File: config.mk
export PLATFORM = sky130hd
export DESIGN_NAME = hamm_secded_dec
export DESIGN_NICKNAME = d
export VERILOG_FILES = /design/src/rtl/hamm_pkg.sv /design/src/rtl/hamm_syndrome.sv /design/src/rtl/hamm_secded_dec.sv
export SDC_FILE = /design/constraint.sdc
export NUM_CORES = 1
export LEC_CHECK = 0
export CELL_PAD_IN_SITES_DETAIL_PLACEMENT = 0
export CELL_PAD_IN_SITES_GLOBAL_PLACEMENT = 1
export CORE_UTILIZATION = 38
export DETAILED_ROUTE_END_ITERATION = 10
export HOLD_SLACK_MARGIN = 0.06
export PLACE_DENSITY = 0.86
export SETUP_SLACK_MARGIN = 0.2
export SLEW_MARGIN = 20
export SYNTH_ARGS = -nofsm -noshare
export SYNTH_HDL_FRONTEND = slang
export SYNTH_SLANG_ARGS = --single-unit
File: constraint.sdc
create_clock -name clk -period 2.2 [get_ports clk]
set_clock_uncertainty 0.2 [all_clocks]
set_input_delay 0.55 -clock clk [delete_from_list [all_inputs] [get_ports clk]]
set_output_delay 0.55 -clock clk [all_outputs]
set_load 0.05 [all_outputs]
File: src/rtl/hamm_pkg.sv
// Shared helpers for the hamm_* encoder/decoder family: code geometry
// functions and the common error-class enum.
package hamm_pkg;

  typedef enum logic [1:0] {CLEAN, SINGLE, DOUBLE} err_class_e;

  // Smallest P with 2^P >= dw + P + 1.
  function automatic int par_width(input int dw);
    int p;
    p = 0;
    for (int k = 8; k >= 1; k--)
      if ((1 << k) >= dw + k + 1) p = k;
    return p;
  endfunction

  function automatic bit is_pow2(input int pos);
    return (pos > 0) && ((pos & (pos - 1)) == 0);
  endfunction

  // Code index (0-based, position-1) of data bit i.
  function automatic int data_pos(input int i);
    int cnt;
    int r;
    cnt = 0;
    r   = 0;
    for (int pos = 1; pos < 128; pos++) begin
      if (!is_pow2(pos)) begin
        if (cnt == i) r = pos - 1;
        cnt++;
      end
    end
    return r;
  endfunction

endpackage

File: src/rtl/hamm_syndrome.sv
// Combinational Hamming syndrome: XOR of the 1-based positions of all set bits.
module hamm_syndrome #(
  parameter int CODE_WIDTH = 12,
  parameter int PAR_WIDTH  = 4
) (
  input  logic [CODE_WIDTH-1:0] code,
  output logic [PAR_WIDTH-1:0]  syn
);

  always_comb begin
    syn = '0;
    for (int i = 0; i < CODE_WIDTH; i++)
      if (code[i]) syn = syn ^ PAR_WIDTH'(i + 1);
  end

endmodule

File: src/rtl/hamm_secded_dec.sv
// Two-stage streaming SECDED decoder with valid/ready back-pressure and
// saturating corrected/uncorrectable beat counters.
module hamm_secded_dec
  import hamm_pkg::*;
#(
  parameter int  DATA_WIDTH = 8,
  parameter int  CNT_WIDTH  = 16,
  localparam int PAR_WIDTH  = par_width(DATA_WIDTH),
  localparam int CODE_WIDTH = DATA_WIDTH + PAR_WIDTH
) (
  input  logic                  clk,
  input  logic                  rst_n,
  input  logic [CODE_WIDTH-1:0] code_in,
  input  logic                  par_in,
  input  logic                  in_valid,
  output logic                  in_ready,
  output logic [DATA_WIDTH-1:0] data_out,
  output logic [PAR_WIDTH-1:0]  syndrome,
  output logic                  err_single,
  output logic                  err_double,
  output logic                  out_valid,
  input  logic                  out_ready,
  input  logic                  clear_cnt,
  output logic [CNT_WIDTH-1:0]  corr_cnt,
  output logic [CNT_WIDTH-1:0]  uncorr_cnt
);

  logic [2:1]            vld_pipe;
  logic                  adv1, adv2;
  logic [CODE_WIDTH-1:0] code1, fixed;
  logic [PAR_WIDTH-1:0]  syn_c, syn1;
  logic                  par1;
  logic [DATA_WIDTH-1:0] data_c;
  err_class_e            cls;

  assign adv2      = !vld_pipe[2] || out_ready;
  assign adv1      = !vld_pipe[1] || adv2;
  assign in_ready  = rst_n && adv1;
  assign out_valid = vld_pipe[2];

  hamm_syndrome #(.CODE_WIDTH(CODE_WIDTH), .PAR_WIDTH(PAR_WIDTH)) u_syn (
    .code (code_in),
    .syn  (syn_c)
  );

  // Syndromes beyond the code length name a nonexistent bit: uncorrectable.
  always_comb begin
    fixed  = code1;
    data_c = '0;
    if (syn1 == '0)                                   cls = par1 ? SINGLE : CLEAN;
    else if (par1 && (int'(syn1) <= CODE_WIDTH))      cls = SINGLE;
    else                                              cls = DOUBLE;
    for (int i = 0; i < CODE_WIDTH; i++)
      if (par1 && (int'(syn1) == i + 1)) fixed[i] = !fixed[i];
    for (int i = 0; i < DATA_WIDTH; i++)
      data_c[i] = fixed[data_pos(i)];
  end

  always_ff @(posedge clk) begin
    if (!rst_n) begin
      vld_pipe   <= '0;
      code1      <= '0;
      syn1       <= '0;
      par1       <= 1'b0;
      data_out   <= '0;
      syndrome   <= '0;
      err_single <= 1'b0;
      err_double <= 1'b0;
      corr_cnt   <= '0;
      uncorr_cnt <= '0;
    end else begin
      if (adv1) begin
        vld_pipe[1] <= in_valid;
        if (in_valid) begin
          code1 <= code_in;
          syn1  <= syn_c;
          par1  <= ^code_in ^ par_in;
        end
      end
      if (adv2) begin
        vld_pipe[2] <= vld_pipe[1];
        if (vld_pipe[1]) begin
          data_out   <= data_c;
          syndrome   <= syn1;
          err_single <= (cls == SINGLE);
          err_double <= (cls == DOUBLE);
        end
      end
      if (clear_cnt) begin
        corr_cnt   <= '0;
        uncorr_cnt <= '0;
      end else if (vld_pipe[2] && out_ready) begin
        if (err_single && (corr_cnt != '1))   corr_cnt   <= corr_cnt + 1'b1;
        if (err_double && (uncorr_cnt != '1)) uncorr_cnt <= uncorr_cnt + 1'b1;
      end
    end
  end

endmodule

== After elaboration in Yosys (flattened, before gate mapping) ==
Cells that the tools add are included.

* Register bits after elaboration: 65
* Output and inout port bits: 48
* Word-level logic and storage cells: 94

* $add $sub $neg: 2
* Magnitude comparators: 1
* Eq/ne operators: 12
* Mux-type cells: 23
* Bitwise gates (word level): 13
* Reduce and logical (&&, ||, !) cells: 32

{| class="wikitable"
|+ Operators by type and width
! operator !! count
|-
| adder 16 x 1 -> 16 bit, second input constant || 2
|-
| inequality test 16 bit, second input constant || 2
|-
| equality test 4 bit, second input constant || 6
|-
| two-way mux 4 bit || 5
|-
| logical AND 1 bit || 13
|-
| two-way mux 3 bit || 4
|-
| inverter 2 bit || 6
|-
| XOR reduction 12 bit || 1
|-
| zero test 1 bit || 10
|-
| two-way mux 1 bit || 10
|-
| equality test 4 x 3 -> 1 bit, second input constant || 2
|-
| two-way mux 2 bit || 4
|-
| AND reduction 2 bit || 4
|-
| inverter 3 bit || 2
|-
| <= comparator 4 bit, second input constant || 1
|-
| zero test 4 bit || 1
|-
| inverter 1 bit, first input constant || 3
|-
| equality test 2 x 1 -> 1 bit, second input constant || 1
|-
| equality test 2 bit, second input constant || 1
|-
| logical OR 1 bit || 2
|-
| OR reduction 2 bit || 1
|-
| inverter 1 bit || 1
|-
| XOR 1 bit || 1
|}

== Depth between registers and ports, before layout ==
Gate-level depths: netlist of run 1.

* Depth after elaboration: 20
* Gate-level depth with buffers: 6

== Cells and area by module ==
From an unflattened synthesis of run 1, not the netlist that was laid out.

* Cells, all modules: 333
* Area, all modules: 3118.0 um2

{| class="wikitable"
|+ By module, submodules not included
! module !! times used !! cells an instance !! area an instance (um2)
|-
| hamm_secded_dec || 1 || 322 || 2952.8
|-
| hamm_syndrome || 1 || 11 || 165.2
|}

== Worst setup path after synthesis of run 1 ==
Ideal clock, no wire load.

* Path kind: register to register
* Start point: register corr_cnt[0]
* End point: register corr_cnt[1]
* Library setup time: 0.128 ns
* Arrival time: 1.874 ns
* Data required time: 1.872 ns
* Path slack: -0.001 ns
* Stages on the path, launching flop included: 7
* Clock period less this slack: 2.201 ns
* Cell sequence: dfxtp_1 > ha_1 > nand4_1 > nor2_1 > a21oi_1 > mux2i_1 > nor2_1

* Longest elaborated chain between the ends: 3
* Elaborated cells on any way between the ends: 4
* Classes of those cells: add/sub (1); eq/ne (1); reduce/logical (2)

{| class="wikitable"
|+ RTL lines
! item !! RTL line !! RTL
|-
| from (decl) || hamm_secded_dec.sv:24 || <nowiki>output logic [CNT_WIDTH-1:0] corr_cnt,</nowiki>
|-
| from (signal assigned) || hamm_secded_dec.sv:93 || <nowiki>if (err_single && (corr_cnt != '1)) corr_cnt <= corr_cnt + 1'b1;</nowiki>
|-
| branches (longest 3 deep; another with adder 16 x 1 -> 16 bit) || - ||
|}

Parallel ways; which one is timed is not known.
A chain may end at the register's enable or synchronous reset.

== Final worst setup path of run 1 ==
* Start point: input code_in[7]
* End point: register par1

* Longest elaborated chain between the ends: 2

{| class="wikitable"
|+ RTL lines
! item !! RTL line !! RTL
|-
| from (decl) || hamm_secded_dec.sv:13 || <nowiki>input logic [CODE_WIDTH-1:0] code_in,</nowiki>
|-
| XOR reduction 12 bit || hamm_secded_dec.sv:77 || <nowiki>par1 <= ^code_in ^ par_in;</nowiki>
|-
| XOR 1 bit || hamm_secded_dec.sv:77 ||
|-
| to (signal assigned) || hamm_secded_dec.sv:77 ||
|-
| to (decl) || hamm_secded_dec.sv:32 || <nowiki>logic par1;</nowiki>
|}

Every way passes these cells.

==> results, run 1 <==
- The I/O pin count is 66.
- The delay of the slowest critical-path stage is 460 ps.
- The height of the die is 91.9 um.
- The family of cells with the greatest summed delay on the critical path is XOR/XNOR gates.
- The overall routing resource usage is 17.6%.
- At the end of the flow the core is filled with cells to 53.6%.
- Yosys printed 0 warnings.
- The start-to-end type of the worst setup path is input port to flop.
- The number of buffers inserted by port buffering is 65.
- Synthesis produced 339 cells.
- The chip width is 91.9 um.
- The smallest clock period supported by the final layout is computed as 1950 ps.
- The starting density of the core is 39.6%.
- The transition time at the pin with the least slew margin is 441 ps.
- The sequential cell area fraction in the yosys report is 39.7%.
- The core region is 7770 sq um.
- The initial antenna violation count came to 0.
- The post-synthesis cell type with the largest combined area is dfxtp_1.
- STA puts the critical path data arrival time at 1990 ps.
- For this design, the slowest cell found on the critical path is clkdlybuf4s50_1.
- Averaged over all synthesized cells, the footprint is 9.07 sq um.
- STA classifies the critical path endpoint as a flop.
- Synthesis inferred 61 register bits.
- The worst hold path stage count is 2.
- The layout-stage area growth over the synthesis result is 35.4%.
- The required time reported for the critical path endpoint is 2240 ps.
- The later pin in the worst-skew pair is clocked with a latency of 340 ps.
- The tool flagged a number of max-cap violations equal to 0.
- The die covers 8450 sq um.
- The pin count of the biggest net entering global routing is 33.
- Setup violations remaining at the end of the flow were counted as 0.
- The top achievable clock speed is 512 MHz.
- The worst setup path is launched from an input port.
- The via count of the routed design is 2670.
- In this run the remaining antenna-violating nets after routing total 0.
- The run finished with clean final reports.
- The count of TritonRoute iterations in the first routing pass is 4.
- The logic depth of the worst setup path including buffers is 6.
- Together, buffers and inverters on the worst path number 1.
- Setup repair after global routing left no endpoint under its margin.
- The via count of the first global-routing pass came to 2447.
- The detailed placer's ending HPWL is 5070 um.
- The max-slew headroom at the worst pin is 70.5%.
- After synthesis, the cell types taking the most area are dfxtp_1 (40%), xnor2_1 (6.0%), xor2_1 (5.4%), nor2_1 (4.9%), nand2_1 (4.4%).
- The top cell types in the final layout, fill and taps aside, are buf_4 (73), nor2_1 (40), dfxtp_1 (39), nand2_1 (36), dfxtp_2 (22).
- The final layout net count is 448.
- No sink is reached through more buffers than the 2 on the longest clock path.
- The static leakage power is 1.75 nW.
- Buffers inserted during clock tree synthesis total 9.
- The wire length of the first global-routing pass is 12000 um.
- The detailed router's first-iteration violation count is 73.
- In the final layout, the share of cells above drive strength 1 is 29.1%.
- In this run the clock root is driven by a clkbuf_8.
- The share of the clock period used by the worst path is 88.8%.
- In the routed design, unresolved DRC markers number 0.
- The most common cell after layout, fill and taps aside is buf_4.
- The CTS tree is yes.
- Across all hold checks on the routed design, the worst slack comes to 263 ps.
- Walking the worst path, the cells encountered are clkdlybuf4s50_1, xnor3_2, xor2_4, xnor2_1, o21ai_1, and2_1.
- In this run, distinct cell masters in the synthesized netlist total 51.
- Row generation in the floorplan step produced 32 rows.
- The repair_antennas step left the layout with diodes totalling 0.
- The area used by multi-input combinational logic is 1780 sq um.
- The global placer's final weighted congestion is 0.787.
- Dividing the detail-routed wire length by the instance count gives 13.0 um.
- The number of pins with negative max-slew slack in the final report is 0.
- The number of H-tree branching levels is 3.
- The number of inserted filler cells in the final layout is 739.
- Registers take 1250 sq um.
- Dividing the detail-routed via count by the number of cells gives 4.99.
- The maximum net fanout on the critical path is 2.
- The most used flip-flop cell after synthesis is dfxtp_1.
- In this run the post-CTS setup repair buffer count came out at 0.
- For this design, the sink count on the clock tree is 61.
- VDD sags by at most 284 uV.
- The final hold violation count is 0.
- Clock-pin slew was measured on the worst setup and hold paths at 70 ps.
- Power spread over the standard cell area amounts to 650 nW/um^2.
- The total overflow left after global routing is 0.
- The class of the tightest hold or removal check is flop to flop.
- Wires add up to 6970 um.
- The mapped netlist covers 3070 sq um.
- The count of flip-flops with a built-in enable after synthesis is 0.
- The area share of the leading cell type in the synthesized netlist is 39.7%.
- Counting every net in the synthesized netlist gives 359.
- For this run, asynchronously set or reset flops after synthesis account for 0%.
- The number of cells on the worst reg-to-reg path is 5.
==> worst reg2reg max path: stages (launching register included) <==
cell and delay, ps:
dfxtp_2 390, and4_1 270, nand3_1 260, o311a_1 420, xnor2_1 140, nor2_1 50
==> metal layers <==
layer / routed length [um] / share of wire (%) / vias to the layer above / global-route usage (%)
met5: 0 / 0 / - / 0
met4: 100 / 1.4 / 0 / 6.38
met3: 334 / 4.8 / 8 / 4.31
met2: 3290 / 47 / 72 / 29.2
met1: 3240 / 47 / 1214 / 22.2
li1: - / - / 1376 / -
==> cells by family after synthesis <==
group | after synthesis | share of synthesized area [%]
XOR/XNOR | 46 | 15.8
adder cells (fa/ha/maj) | 2 | 0.814
AO/OA/AOI/OAI | 52 | 12.4
AND/OR/NAND/NOR | 154 | 27.1
flip-flops | 61 | 39.7
multiplexers | 5 | 1.63
buffers and inverters | 19 | 2.60
==> stage by stage <==
stage                     setup WS [ps]  total power [W]  setup TNS (ps)  std cells  cell area [sq um]
after global routing                201          0.00282               0        535               4160
after detailed placement           -334          0.00160           -2140        519               3940
after global placement             -313          0.00159           -1870        519               3940
final                               246          0.00271               0        535               4160
after CTS                           223          0.00273               0        535               4160
after floorplan                     200          0.00145               0        339               3100
==> final timing paths <==
path                              from                        to  slack (ps)
max                         code_in[7]         par1$_SDFFE_PN0P_         250
min              code1[5]$_SDFFE_PN0P_     code1[5]$_SDFFE_PN0P_         260
max reg2reg  corr_cnt[11]$_SDFFE_PP0P_  corr_cnt[2]$_SDFFE_PP0P_         370
min reg2reg      code1[5]$_SDFFE_PN0P_     code1[5]$_SDFFE_PN0P_         260
==> state kept, by name, indices dropped and copies added (netlist names) <==
register / count
corr_cnt: 16
uncorr_cnt: 16
code1: 8
data_out: 8
syn1: 4
syndrome: 4
vld_pipe: 2
err_double: 1
err_single: 1
par1: 1
==> cells in the mapped netlist (3+ instances only) <==
master    instances
nand4b_1          3
o21ai_1           4
a21oi_1           6
and2_1            3
xor2_1           19
nand3_1          17
o211ai_1          6
inv_1             4
nor2_1           40
or3_1             7
and3_1            3
o21ai_0           7
a21boi_0          3
and4_1            3
nand2_1          36
nor4_2            3
a21boi_1          8
nand2b_1          4
o211a_1          11
xnor3_1           3
nand3b_1          5
nor2b_1           6
clkbuf_1         11
dfxtp_1          61
mux2i_1           5
nand4_1          11
xnor2_1          21
==> what timing repair did <==
| action | 4_1_cts | 5_1_grt |
|---|---|---|
| setup endpoints to repair | 4 | 1 |
| resized for setup | 12 | 2 |
| pin swaps | 7 | 2 |
| hold buffers | 0 | 0 |
| cloned | 0 | 0 |
==> cell type report <==
| class | instances | share of cell area (%) |
|---|---|---|
| clock buffer | 12 | 3.73 |
| clock inverter | 4 | 1.68 |
| inverter | 4 | 0.361 |
| multi-input combinational | 259 | 42.7 |
| sequential | 61 | 30.0 |
| tap | 102 | 3.06 |
| timing repair buffer | 93 | 18.5 |
==> power by group <==
| group | switching (W) | internal, W | leakage, nW |
|---|---|---|---|
| registers | 0.0000437 | 0.00114 | 0.507 |
| logic | 0.000192 | 0.000190 | 1.13 |
| clock network | 0.000443 | 0.000696 | 0.116 |
No activity file was read; power rests on OpenSTA's default activity.
==> run 2: changes to the inputs <==
==> constraint.sdc (replaced) <==
create_clock -name clk -period 2.2 [get_ports clk]
set_clock_uncertainty 0.2 [all_clocks]
set_input_delay 0.55 -clock clk [delete_from_list [all_inputs] [get_ports clk]]
set_output_delay 0.55 -clock clk [all_outputs]
set_load 0.01 [all_outputs]
==> run 2 against run 1 <==
  * Non-clock buffer count increased by 2
  * Setup slack got worse by 20 ps
  * Sequential power barely moved
  * Cell count rose by 0.37%
  * Sequential share of layout area down 0.12 points
  * Critical path type unchanged
  * Register-to-register slack barely moved
  * Highest routed layer unchanged
==> results, run 2 (synthesis gave the netlist of run 1 again) <==
- The library cells used most frequently in the layout, excluding fill and tap cells, are nor2_1 (40), dfxtp_1 (40), dlygate4sd2_1 (40), nand2_1 (36), buf_4 (30).
- The maximum number of buffers from clock root to sink is 2.
- For this block, the initial DRC count from the detailed router was 62.
- The post-route minimum period is 1970 ps.
- The required time reported for the critical path endpoint is 2240 ps.
- For this block, the via count after detailed routing is 2667.
- The flow ran to the end, and the final reports show no timing, DRC or antenna violations.
- The final hold violation count is 0.
- The capture endpoint of the worst hold path is code1[10]$_SDFFE_PN0P_.
- The quantity of hold-fixing buffers added after cts is 0.
- Traced cell by cell, the critical path runs through clkdlybuf4s50_1, xnor3_2, xor2_4, xnor2_1, o21ai_1, and2_1.
- The initial antenna violation count is 0.
- The static leakage power is 1.89 nW.
- Setup slack on the critical path of the routed design comes to 227 ps.
- The worst setup path is captured at a flop.
- Global routing finished with a remaining overflow of 0.
- The final wirelength is 6820 um.
- The final layout net count is 450.
- At the pin with the least slew margin, the transition time is 413 ps.
- The number of H-tree branching levels is 3.
- The slowest library cell on the worst path is clkdlybuf4s50_1.
- The worst register-to-register path has a setup slack of 360 ps.
- The number of sinks on the clock net is 61.
- TritonCTS built the clock tree.
- The top achievable clock speed is 507 MHz.
- The count of buffers added on input and output ports is 65.
- The number of routed nets with antenna violations is 0.
- Entering global routing, the biggest net connects 31 pins.
- The beginning of the worst hold path is code1[10]$_SDFFE_PN0P_.
- The setup slack after placement is -360 ps.
- The largest registers in the layout are corr_cnt x16, uncorr_cnt x16.
- The root buffer cell chosen for the clock tree is clkbuf_8.
- After detailed routing, the average wire length per cell comes to 12.7 um.
- The global placer's final weighted congestion is 0.802.
- For this run, design rule violations remaining after detail routing come to 0.
- The I/O pin count is 66.
- The maximum net fanout on the critical path is 2.
- The final critical path takes up 89.7% of the cycle.
- Together, buffers and inverters on the worst path number 1.
- Clock-pin slew was measured on the worst setup and hold paths at 70 ps.
- The kind of cell with the highest combined delay along the critical path is XOR/XNOR gates.
- The chip width is 91.9 um.
- Compared with the post-synthesis result, the final layout area differs by 36.1%.
- The number of cells on the worst reg-to-reg path is 5.
- The total of max-cap violations is 0.
- Global routing consumed, over all layers together, 16.8% of the routing resources.
- The total setup violations reported at the end of the flow is 0.
- STA puts the critical path data arrival time at 2010 ps.
- The delay of the slowest critical-path stage is 510 ps.
- The via count of the first global-routing pass came to 2529.
- In this run the worst hold path is classified as flop to flop.
- The max-slew headroom at the worst pin is 72.4%.
- For this configuration, the core starts out at a cell density of 39.6%.
- The routed via count divided by cell count is 4.97.
- The wire length of the first global-routing pass is 11500 um.
- The number of inserted filler cells in the final layout is 762.
- The sort of element at the start of the critical path is an input port.
- The endpoint identified for the worst register-to-register timing path is corr_cnt[2]$_SDFFE_PP0P_.
- The setup path with the least slack is of type input port to flop.
- The clock latency at the later pin of the worst-skew pair is 340 ps.
- The placement row count is 32.
- The number of pins with negative max-slew slack in the final report is 0.
- The worst IR drop on VDD is 288 uV.
- The aggregate negative setup slack is 0 ps.
- The number of clock buffers added by TritonCTS is 9.
- Setup repair after global routing could not meet its margin everywhere.
- The number of antenna diodes in the final layout is 0.
- Detailed placement ended at an HPWL of 4950 um.
- In this run the critical register-to-register path is launched from corr_cnt[6]$_SDFFE_PP0P_.
- The die covers 8450 sq um.
- For this run, the detailed router's first-pass iteration total came to 4.
- The cell area power density is 574 nW/um^2.
- The worst hold path stage count is 2.
- The die is 91.9 um tall.
- The layout cell share with drive strength beyond 1 is 17.9%.
- The total area inside the core boundary comes to 7770 sq um.
## run 2: area by class of cell
| cell class | count | area, sq um | share of cell area, % |
|---|---|---|---|
| Timing Repair Buffer | 95 | 841 | 20.1 |
| Inverter | 4 | 15.0 | 0.359 |
| Clock inverter | 4 | 22.5 | 0.538 |
| Tap cell | 102 | 128 | 3.05 |
| Sequential cell | 61 | 1250 | 29.9 |
| Clock buffer | 12 | 155 | 3.71 |
| Multi-Input combinational cell | 259 | 1770 | 42.4 |
## run 2: repair_timing
item                                    CTS  global route
gates resized for setup                  67            10
pin swaps                                 6             6
buffers inserted                          1             1
cloned                                    0             0
endpoints found under the setup margin   44             7
## run 2: how the worst max path moves through the flow
stage / from / endpoint / cells past startpoint
6_report: code_in[9] / par1$_SDFFE_PN0P_ / 6
5_1_grt: code_in[9] / par1$_SDFFE_PN0P_ / 6
4_1_cts: uncorr_cnt[7]$_SDFFE_PP0P_ / uncorr_cnt[7] / 1
3_5_place_dp: code_in[4] / par1$_SDFFE_PN0P_ / 6
3_3_place_gp: rst_n / in_ready / 3
2_1_floorplan: code_in[4] / par1$_SDFFE_PN0P_ / 5
## run 2: metrics by stage
stage	std cells	util (%)	area (sq um)	total power, W	hold WS, ps
finish	537	53.9	4190	0.00240	263
global route	537	53.9	4190	0.00251	290
CTS	536	53.5	4160	0.00243	266
detailed placement	519	51.5	4000	0.00154	255
global placement	519	51.5	4000	0.00153	251
floorplan	339	-	3070	0.00140	240
## run 2: layer usage
layer	track usage, %	vias up	routed length (um)
met5	0	-	0
met4	6.90	0	117
met3	3.23	10	218
met2	29.0	54	3260
met1	20.4	1227	3230
li1	-	1376	-
## run 2: power by group
part	leakage [nW]	internal, W	switching, W	total (W)
combinational	1.29	0.000182	0.000137	0.000319
clock	0.0921	0.000465	0.000437	0.000902
sequential	0.507	0.00114	0.0000411	0.00118
total	1.89	0.00179	0.000615	0.00240
## run 2: worst reg2reg max path: stages, from the launching register on
cell,delay (ps)
dfxtp_1,390
nand4_2,210
or2_1,400
o311a_1,340
xnor2_1,150
nor2_1,50
==> run 3: changes to the inputs <==
--- a/config.mk
+++ b/config.mk
@@ -7,10 +7,11 @@
 export LEC_CHECK = 0
 export CELL_PAD_IN_SITES_DETAIL_PLACEMENT = 0
 export CELL_PAD_IN_SITES_GLOBAL_PLACEMENT = 1
-export CORE_UTILIZATION = 38
+export CORE_UTILIZATION = 39
+export CTS_BUF_LIST = sky130_fd_sc_hd__clkbuf_4 sky130_fd_sc_hd__clkbuf_8
 export DETAILED_ROUTE_END_ITERATION = 10
 export HOLD_SLACK_MARGIN = 0.06
-export PLACE_DENSITY = 0.86
+export PLACE_DENSITY = 0.88
 export SETUP_SLACK_MARGIN = 0.2
 export SLEW_MARGIN = 20
 export SYNTH_ARGS = -nofsm -noshare
==> run 3 against run 2 <==
  * Die area down 2.5%
  * Cell count down 0.37%
  * Global-route usage rose by 0.44 points
  * Sequential share of layout area is 0.40 points lower
  * Clock power grew 9.4%
  * Routed wire length decreased by 2.6%
  * Register-to-register slack is essentially flat
  * Hold slack improved by 3.6 ps
  * Highest routed layer unchanged
==> results, run 3 (synthesis gave the netlist of run 1 again) <==
- The flow ran to the end, and the final reports show no timing, DRC or antenna violations.
- The static leakage power is 2.02 nW.
- The detailed router placed 2674 vias in this run.
- For this run, the slowest stage of the critical path takes 180 ps.
- 0 antenna diodes ended up in the layout.
- Setup repair after global routing could not meet its margin everywhere.
- The non-filler instance count after layout is 535.
- The total power after layout is 0.00250 W.
- The die is 90.8 um tall.
- Buffers inserted during clock tree synthesis total 9.
- Counting tap cells, the placed design contains a total of 518 instances.
- Counting I/O delays and the setup requirement, the final critical path takes 1960 ps.
- The worst IR drop on VDD is 335 uV.
- From synthesis to final layout, the design area changed by 37.9%.
- The pin count of the biggest net entering global routing is 31.
- In this run the power density over the cells is 590 nW/um^2.
- The initial antenna violation count came to 0.
- The data arrival time of the critical path is 1210 ps.
- The critical path goes through clkdlybuf4s15_1, nand3b_1, and2_1, buf_2.
- The logic depth of the worst setup path including buffers is 4.
- Summing all placed instances gives a cell area of 4020 sq um.
- At the pin with the least slew margin, the transition time is 385 ps.
- Once layout is done, the placed cells without fillers occupy 4240 sq um.
- The largest registers in the layout are corr_cnt x16, uncorr_cnt x16.
- The average wire per cell in the routed design is 12.4 um.
- The number of pins with negative max-slew slack in the final report is 0.
- Leaving out fill and tap cells, the most frequent cell in the layout is nor2_1.
- In this run the clock root is driven by a clkbuf_8.
- For this run, the total global-route usage over all layers was measured as 17.2%.
- For this run, design rule violations remaining after detail routing come to 0.
- Once detailed placement completed, the half-perimeter wirelength came to 4970 um.
- The worst setup path is captured at an output pin.
- After global routing the overflow that remains totals 0.
- The core region is 7690 sq um.
- The total die area is 8240 sq um.
- The required time reported for the critical path endpoint is 1450 ps.
- After detailed routing, the number of vias per cell comes to 5.00.
- For this run, the top clock speed supported by timing is 510 MHz.
- The top cell types in the final layout, fill and taps aside, are nor2_1 (40), dfxtp_1 (39), dlygate4sd2_1 (39), nand2_1 (36), buf_4 (26).
- The number of routed nets with antenna violations is 0.
- The wire length of the first global-routing pass is 11500 um.
- The start-to-end type of the worst setup path is input port to output pin.
- The max-slew headroom at the worst pin is 74.1%.
- The worst hold path passes through 2 cells.
- The starting density of the core is 40.0%.
- The via count of the first global-routing pass is 2470.
- STA classifies the critical path startpoint as an input port.
- The first routing iteration left 78 violations.
- The final hold violation count was 0.
- Setup violations remaining at the end of the flow were counted as 0.
- Summed over all failing endpoints, the final setup total negative slack is 0 ps.
- The filler cells instantiated in the layout total 721.
- The maximum net fanout on the critical path is 2.
- The tree built by TritonCTS fans out to 61 sinks.
- TritonCTS built the clock tree.
- The family of cells with the greatest summed delay on the critical path is simple AND/OR/NAND/NOR gates.
- After clock tree synthesis, the clock-pin slew on the worst setup and hold paths is 70 ps.
- Input and output buffers added on the ports amount to 65.
- The maximum number of buffers from clock root to sink is 2.
- The share of the clock period used by the worst path is 89.1%.
- The chip width is 90.8 um.
- Routability-driven placement finished with a final weighted congestion of 0.821.
- Clock latency on the worst-skew pair, taken at its later pin, is 340 ps.
- The number of H-tree branching levels is 3.
- The initialized floorplan defines 32 standard-cell rows.
- Counting cells, the worst reg-to-reg path comes to 5.
- The final layout contains 448 nets.
- For this block, the routed nets add up to 6650 um of wire.
- In this run the worst hold path is classified as flop to flop.
- The I/O pin count is 66.
- Buffers inserted to repair hold after CTS numbered 0.
- The slowest library cell on the worst path is clkdlybuf4s15_1.
- The layout cell share with drive strength beyond 1 is 18.0%.
- Together, buffers and inverters on the worst path number 2.
- For this run, the detailed router's first-pass iteration total came to 5.
- The total of max-cap violations is 0.
[run 3: changes by cell type in the layout (fill, tap and decap cells not counted), moves of 2 or more]
cell and change:
dlymetal6s2s_1 +8, dfxtp_2 +2, clkdlybuf4s50_1 -7, clkinvlp_4 +2, buf_12 +2, buf_4 -4
[run 3: routing by layer]
layer,up-vias,track usage [%],share of wire (%)
met1,1233,21.1,44
met5,-,0,0
met2,61,29.7,50
li1,1372,-,-
met4,0,4.76,1.3
met3,8,4.71,4.3
[run 3: cell type report]
cell class | count | area [sq um] | share of cell area [%]
clock buffers | 10 | 138 | 3.25
clock inverters | 6 | 62.6 | 1.48
inverters | 4 | 15.0 | 0.354
multi-input cells | 259 | 1770 | 41.9
flip-flops and latches | 61 | 1250 | 29.5
well taps | 102 | 128 | 3.01
repair buffers | 93 | 872 | 20.6
[run 3: through the flow]
step / worst slack (ps) / hold WS, ps / util (%)
3_3_place_gp: -345 / 252 / 52.2
2_1_floorplan: 238 / 240 / -
5_1_grt: 170 / 295 / 55.1
4_1_cts: 195 / 269 / 54.6
3_5_place_dp: -391 / 258 / 52.2
6_report: 239 / 267 / 55.1
[run 3: final timing paths]
check                      startpoint                        to  slack, ps
max                         out_ready                  in_ready        240
min             code1[5]$_SDFFE_PN0P_     code1[5]$_SDFFE_PN0P_        270
max reg2reg  corr_cnt[6]$_SDFFE_PP0P_  corr_cnt[2]$_SDFFE_PP0P_        370
min reg2reg     code1[5]$_SDFFE_PN0P_     code1[5]$_SDFFE_PN0P_        270
[run 3: power breakdown]
group	switching (W)	internal (W)	total (W)
sequential	0.0000412	0.00114	0.00118
clock	0.000438	0.000549	0.000987
combinational	0.000138	0.000191	0.000330
[run 3: worst min-delay path, cell delays in order (launching register included)]
cell      delay [ps]
dfxtp_1          320
nand2_1           50
a21boi_1          50
[run 3: repair_timing]
action,CTS,global route
gates resized for setup,67,17
endpoints found under the setup margin,43,15
setup buffers,1,0
endpoints found under the hold margin,0,0
pin swaps,7,5
